**src/rtl/uart_rx_fsm.sv**
```systemverilog
// uart_rx_fsm: receive-side frame controller for the UART RX path.
// Detects the start bit, enables the external edge/bit counter, majority-samples
// each bit at mid-bit, deserializes LSB-first, checks parity and stop, and strobes
// a validated byte out.
//
// Ports:
//   CLK         oversampling clock
//   Reset       asynchronous, active-low reset
//   RX_IN       synchronized serial line, idle high
//   Prescale    oversampling ratio (>= 5), same value as the counter's
//   PAR_EN      parity bit present (captured at start-bit acceptance)
//   PAR_TYP     0 = even, 1 = odd (captured at start-bit acceptance)
//   edge_count  counter edge index within a bit, 1..Prescale
//   bit_count   counter frame bit index, 0 = start bit
//   count_EN    counter enable, high whenever not idle
//   P_DATA      last valid byte, updated only with Data_valid
//   Data_valid  one-cycle strobe for an error-free frame
//   par_err     one-cycle strobe at frame end on parity mismatch
//   stp_err     one-cycle strobe at frame end when the stop bit sampled 0
module uart_rx_fsm #(
    parameter int unsigned DATA_WIDTH = 8
) (
    input  logic                  CLK,
    input  logic                  Reset,
    input  logic                  RX_IN,
    input  logic [4:0]            Prescale,
    input  logic                  PAR_EN,
    input  logic                  PAR_TYP,
    input  logic [4:0]            edge_count,
    input  logic [3:0]            bit_count,
    output logic                  count_EN,
    output logic [DATA_WIDTH-1:0] P_DATA,
    output logic                  Data_valid,
    output logic                  par_err,
    output logic                  stp_err
);

    typedef enum logic [2:0] {
        StIdle,
        StStart,
        StData,
        StParity,
        StStop
    } state_e;

    localparam logic [3:0] LastDataBit = 4'(DATA_WIDTH);

    state_e                state_q, state_d;
    logic [DATA_WIDTH-1:0] sr_q, sr_d;
    logic                  par_en_q, par_en_d;
    logic                  par_typ_q, par_typ_d;
    logic                  par_flag_q, par_flag_d;
    logic [DATA_WIDTH-1:0] p_data_d;
    logic                  data_valid_d, par_err_d, stp_err_d;
    logic [2:0]            samp_q;

    logic [4:0] mid;
    logic       last;
    logic       sampled_bit;
    logic       exp_par;

    assign mid         = Prescale >> 1;
    assign last        = (edge_count == Prescale);
    assign sampled_bit = (samp_q[0] & samp_q[1]) | (samp_q[0] & samp_q[2]) |
                         (samp_q[1] & samp_q[2]);
    assign exp_par     = par_typ_q ? ~^sr_q : ^sr_q;
    assign count_EN    = (state_q != StIdle);

    // Three samples around mid-bit; all are settled well before the last edge.
    always_ff @(posedge CLK or negedge Reset) begin
        if (!Reset) begin
            samp_q <= 3'b111;
        end else begin
            if (edge_count == mid - 5'd1) samp_q[0] <= RX_IN;
            if (edge_count == mid)        samp_q[1] <= RX_IN;
            if (edge_count == mid + 5'd1) samp_q[2] <= RX_IN;
        end
    end

    always_ff @(posedge CLK or negedge Reset) begin
        if (!Reset) begin
            state_q    <= StIdle;
            sr_q       <= '0;
            par_en_q   <= 1'b0;
            par_typ_q  <= 1'b0;
            par_flag_q <= 1'b0;
            P_DATA     <= '0;
            Data_valid <= 1'b0;
            par_err    <= 1'b0;
            stp_err    <= 1'b0;
        end else begin
            state_q    <= state_d;
            sr_q       <= sr_d;
            par_en_q   <= par_en_d;
            par_typ_q  <= par_typ_d;
            par_flag_q <= par_flag_d;
            P_DATA     <= p_data_d;
            Data_valid <= data_valid_d;
            par_err    <= par_err_d;
            stp_err    <= stp_err_d;
        end
    end

    always_comb begin
        state_d      = state_q;
        sr_d         = sr_q;
        par_en_d     = par_en_q;
        par_typ_d    = par_typ_q;
        par_flag_d   = par_flag_q;
        p_data_d     = P_DATA;
        data_valid_d = 1'b0;
        par_err_d    = 1'b0;
        stp_err_d    = 1'b0;

        case (state_q)
            StIdle: begin
                // Frame configuration is frozen at the cycle the start edge is seen.
                par_en_d  = PAR_EN;
                par_typ_d = PAR_TYP;
                sr_d      = '0;
                if (!RX_IN) begin
                    state_d    = StStart;
                    par_flag_d = 1'b0;
                end
            end
            StStart: begin
                if (last) begin
                    state_d = sampled_bit ? StIdle : StData;
                end
            end
            StData: begin
                if (last) begin
                    sr_d = {sampled_bit, sr_q[DATA_WIDTH-1:1]};
                    if (bit_count == LastDataBit) begin
                        state_d = par_en_q ? StParity : StStop;
                    end
                end
            end
            StParity: begin
                if (last) begin
                    par_flag_d = (sampled_bit != exp_par);
                    state_d    = StStop;
                end
            end
            StStop: begin
                if (last) begin
                    stp_err_d = ~sampled_bit;
                    par_err_d = par_flag_q;
                    if (sampled_bit && !par_flag_q) begin
                        data_valid_d = 1'b1;
                        p_data_d     = sr_q;
                    end
                    state_d = StIdle;
                end
            end
            default: begin
                state_d = StIdle;
            end
        endcase
    end

endmodule
```
**config.mk**
```make
export PLATFORM = sky130hd
export DESIGN_NAME = uart_rx_fsm
export DESIGN_NICKNAME = d
export VERILOG_FILES = /design/src/rtl/uart_rx_fsm.sv
export SDC_FILE = /design/constraint.sdc
export NUM_CORES = 1
export LEC_CHECK = 0
export ABC_AREA = 1
export CAP_MARGIN = 20
export CORE_MARGIN = 2
export CORE_UTILIZATION = 38
export CTS_BUF_LIST = sky130_fd_sc_hd__clkbuf_4 sky130_fd_sc_hd__clkbuf_8 sky130_fd_sc_hd__clkbuf_16
export DETAILED_ROUTE_END_ITERATION = 12
export HOLD_SLACK_MARGIN = 0.06
export MAX_ROUTING_LAYER = met4
export PLACE_DENSITY_LB_ADDON = 0.1
export RECOVER_POWER = 25
export SLEW_MARGIN = 10
export SYNTH_ARGS = -nofsm -noshare
export SYNTH_HDL_FRONTEND = slang
export SYNTH_SLANG_ARGS = --single-unit
```
**constraint.sdc**
```tcl
create_clock -name CLK -period 1.8 [get_ports CLK]
set_input_delay 0.36 -clock CLK [delete_from_list [all_inputs] [get_ports CLK]]
set_output_delay 0.36 -clock CLK [all_outputs]
set_load 0.03 [all_outputs]
```
==> key figures <==
STA
  – Final hold vios: 0
  – Setup TNS: 0 ns
  – Unrepaired setup endpoints after global routing: no
  – Slew Limit Headroom: 0.5398
  – Worst hold margin: 0.4688 ns
  – Skew final: 0.003533 ns
  – Final Max Tran Viols: 0
  – Fmax: 594.6 MHz
  – Post-route clock period utilization: 0.9343
  – Min Tclk post-route: 1.682 ns
  – Final Setup Violations: 0
  – Worst slew pin tran: 0.6904 ns
  – Setup WS post-layout: 0.1183 ns

Global routing
  – Gr usage total: 0.1653
  – Antenna violations before repair: 0
  – Largest net degree at the start of global routing: 29
  – Global-route wire length before repair: 6555 microns
  – Grt total ovfl: 0
  – Number of global-route vias before repair: 1,551

Synthesis
  – Mapped Avg Cell Area: 7.251 sq um
  – Synth async-reset ratio: 1.000
  – Sequential-to-total area share from yosys stat: 0.4065
  – Number of synthesized register bits: 28
  – Mapped Nets: 260
  – Post-synth cell types: 28
  – Xor/xnor share of the synthesized area: 0.04043
  – Main combinational cell family by area after synthesis: simple AND/OR/NAND/NOR gates
  – Top_reg_cell synth: dfrtp_1
  – Post-synthesis mux area share: 0
  – Synth Area in Compound Gates: 0.08448
  – Post-synth design cell area: 0.001733 sq mm
  – Mapped Cells: 239
  – Ys Warns: 0
  – Post-synthesis simple-gate area fraction: 0.3682
  – Synth Area in Adders: 0.01444
  – Post-synth EDFFs: 0

Final layout
  – Fraction of layout cells with a size suffix above 1: 0.1864
  – Final Cell Area: 0.002338 sq mm
  – Area growth syn-to-layout: 34.95%
  – Most common cell after layout, fill and taps aside: nand2_1
  – Final non-filler cell total: 347
  – Filler instances: 453
  – Ant. Diodes: 0
  – Final nets: 317
  – Commonest cells after routing, fill and taps aside: nand2_1, inv_1, nand3_1
  – Layout Utilization: 0.5334

Route
  – DR top layer: met4
  – Final WL: 3741 microns
  – Routed vias: 1,619
  – Drt wl/cell: 10.78 microns
  – Residual DRC: 0
  – Drt pass-1 iters: 4
  – DRT antenna net count: 0
  – Metal-1 WL: 1792 microns
  – 1st-iter DRT viols: 75
  – Routed wl met3: 116 microns
  – Routed length on met2: 1792 microns
  – Vias per cell: 4.666

Setup path
  – Worst-path maximum fanout: 2
  – Worst path cell trace: clkdlybuf4s50_1
  – CP peak stage delay: 0.67 ns
  – Req. time, crit path: 1.44 ns
  – Family with the most delay on the worst path: buffers and inverters
  – WP buf/inv: 1
  – Startpoint types: flip-flop
  – Crit end category: primary output
  – Setup Crit Path Kind: reg2out
  – Worst path slowest cell: clkdlybuf4s50_1
  – Arrival @ worst endpoint: 1.32 ns

Placement
  – Port buffer count: 30
  – Dpl ws: -0.1536 ns
  – Placer Congestion: 0.8025
  – Cells after DPL: 343
  – Area after DPL: 0.002265 sq mm
  – HPWL after DPL: 3004 microns

Power and ir drop
  – Cell-internal power: 1.418 mW
  – P_sw: 0.8865 mW
  – Leakage power: 1.229 nW
  – VDD IR max: 0.4498 mV
  – Clk pwr share: 0.215
  – Reg power frac: 0.351
  – Combinational power share: 0.434
  – Sw frac: 0.3846
  – Pwr dens: 985.7 mW/mm^2
  – Total power: 2.305 mW

Floorplanning
  – Chip width: 71.53 microns
  – Die ar.: 0.005117 sq mm
  – Total core area: 0.004384 sq mm
  – Starting Density: 0.3953
  – Die height: 71.53 microns
  – Num rows: 24
  – Boundary Pins: 31

CTS
  – Longest Clk Path Bufs: 2
  – Post-cts resize count: 2
  – Clk slew on worst S/H paths: 0.10 ns
  – Cts-stage hold buffer count: 0
  – CTS Buf Count: 3
  – H-tree depth: 1
  – Setup bufs post-CTS: 0
  – Root Buffer: clkbuf_8
  – Clk_lat worst skew: 0.27 ns
  – CTS tree: yes
  – TritonCTS sink count: 28

Status
  – Outcome: finished clean

Worst hold path
  – Hold Path Class: reg2reg

Flow run
  – Max_cap viols: 0
-- area by class of cell --
| class | instances | area (sq um) | area share |
|---|---|---|---|
| Clock buffer | 3 | 41.29 | 0.01766 |
| Multi-Input combinational cell | 174 | 889.6 | 0.3804 |
| Inverter | 34 | 127.6 | 0.05457 |
| Clock inverter | 1 | 30.03 | 0.01284 |
| Timing Repair Buffer | 55 | 480.5 | 0.2055 |
| Sequential cell | 28 | 704.4 | 0.3012 |
| Tap cell | 52 | 65.06 | 0.02782 |
-- registers in the layout, summed over array words and instances, names as in the netlist --
register    cells
samp_q          3
state_q         3
sr_q            8
par_en_q        1
par_typ_q       1
par_err         1
stp_err         1
Data_valid      1
P_DATA          8
par_flag_q      1
-- per-layer routing --
layer	global-route usage	up-vias
met1	0.2145	734
met2	0.2654	22
met4	0.05451	0
li1	-	859
met3	0.02532	4
met5	-	-
-- synthesized netlist by cell type, drive strengths merged, types with 2 or more instances --
| cell | n | area (sq um) |
|---|---|---|
| xnor2 | 3 | 26.28 |
| xor2 | 5 | 43.79 |
| nor2 | 18 | 77.58 |
| a21oi | 5 | 36.29 |
| nand4 | 3 | 33.78 |
| dfstp | 3 | 78.83 |
| nor3 | 2 | 10.01 |
| inv | 34 | 127.6 |
| buf | 3 | 21.27 |
| dfrtp | 25 | 625.6 |
| nand3 | 30 | 155.1 |
| o21ai | 15 | 97.59 |
| ha | 2 | 25.02 |
| nand2 | 86 | 342.8 |
| and2 | 2 | 12.51 |
-- kinds of logic (layout without fill, tap and decap cells) --
| kind of cell | count (synthesis) | after routing |
|---|---|---|
| adders and majority gates | 2 | 2 |
| buffers and inverters | 37 | 93 |
| AOI/OAI and AO/OA | 22 | 22 |
| and+or+nand+nor | 142 | 142 |
| xor gates and xnor gates | 8 | 8 |
| DFF | 28 | 28 |
-- power by group through the flow --
stage,Clock (mW),Combinational (mW),Sequential [mW]
global placement,0,1.01,0.820
global route,0.530,1.14,0.822
CTS,0.508,1.02,0.809
finish,0.495,1.00,0.808
floorplan,0,0.646,0.808
detailed placement,0,1.02,0.821
-- worst paths after layout --
kind / depth (start not counted) / startpoint / slack, ns / end
worst min register to register: 2 / samp_q[0] / 0.47 / samp_q[0]
worst max-delay path: 1 / P_DATA[4] / 0.12 / P_DATA[4]
max in group asynchronous: 2 / Reset / 0.71 / sr_q[0]
worst max register to register: 8 / samp_q[1] / 0.33 / P_DATA[0]
min in group asynchronous: 2 / Reset / 0.65 / state_q[0]
worst min-delay path: 2 / samp_q[0] / 0.47 / samp_q[0]
Note: power is estimated with default switching activity, not from simulation.
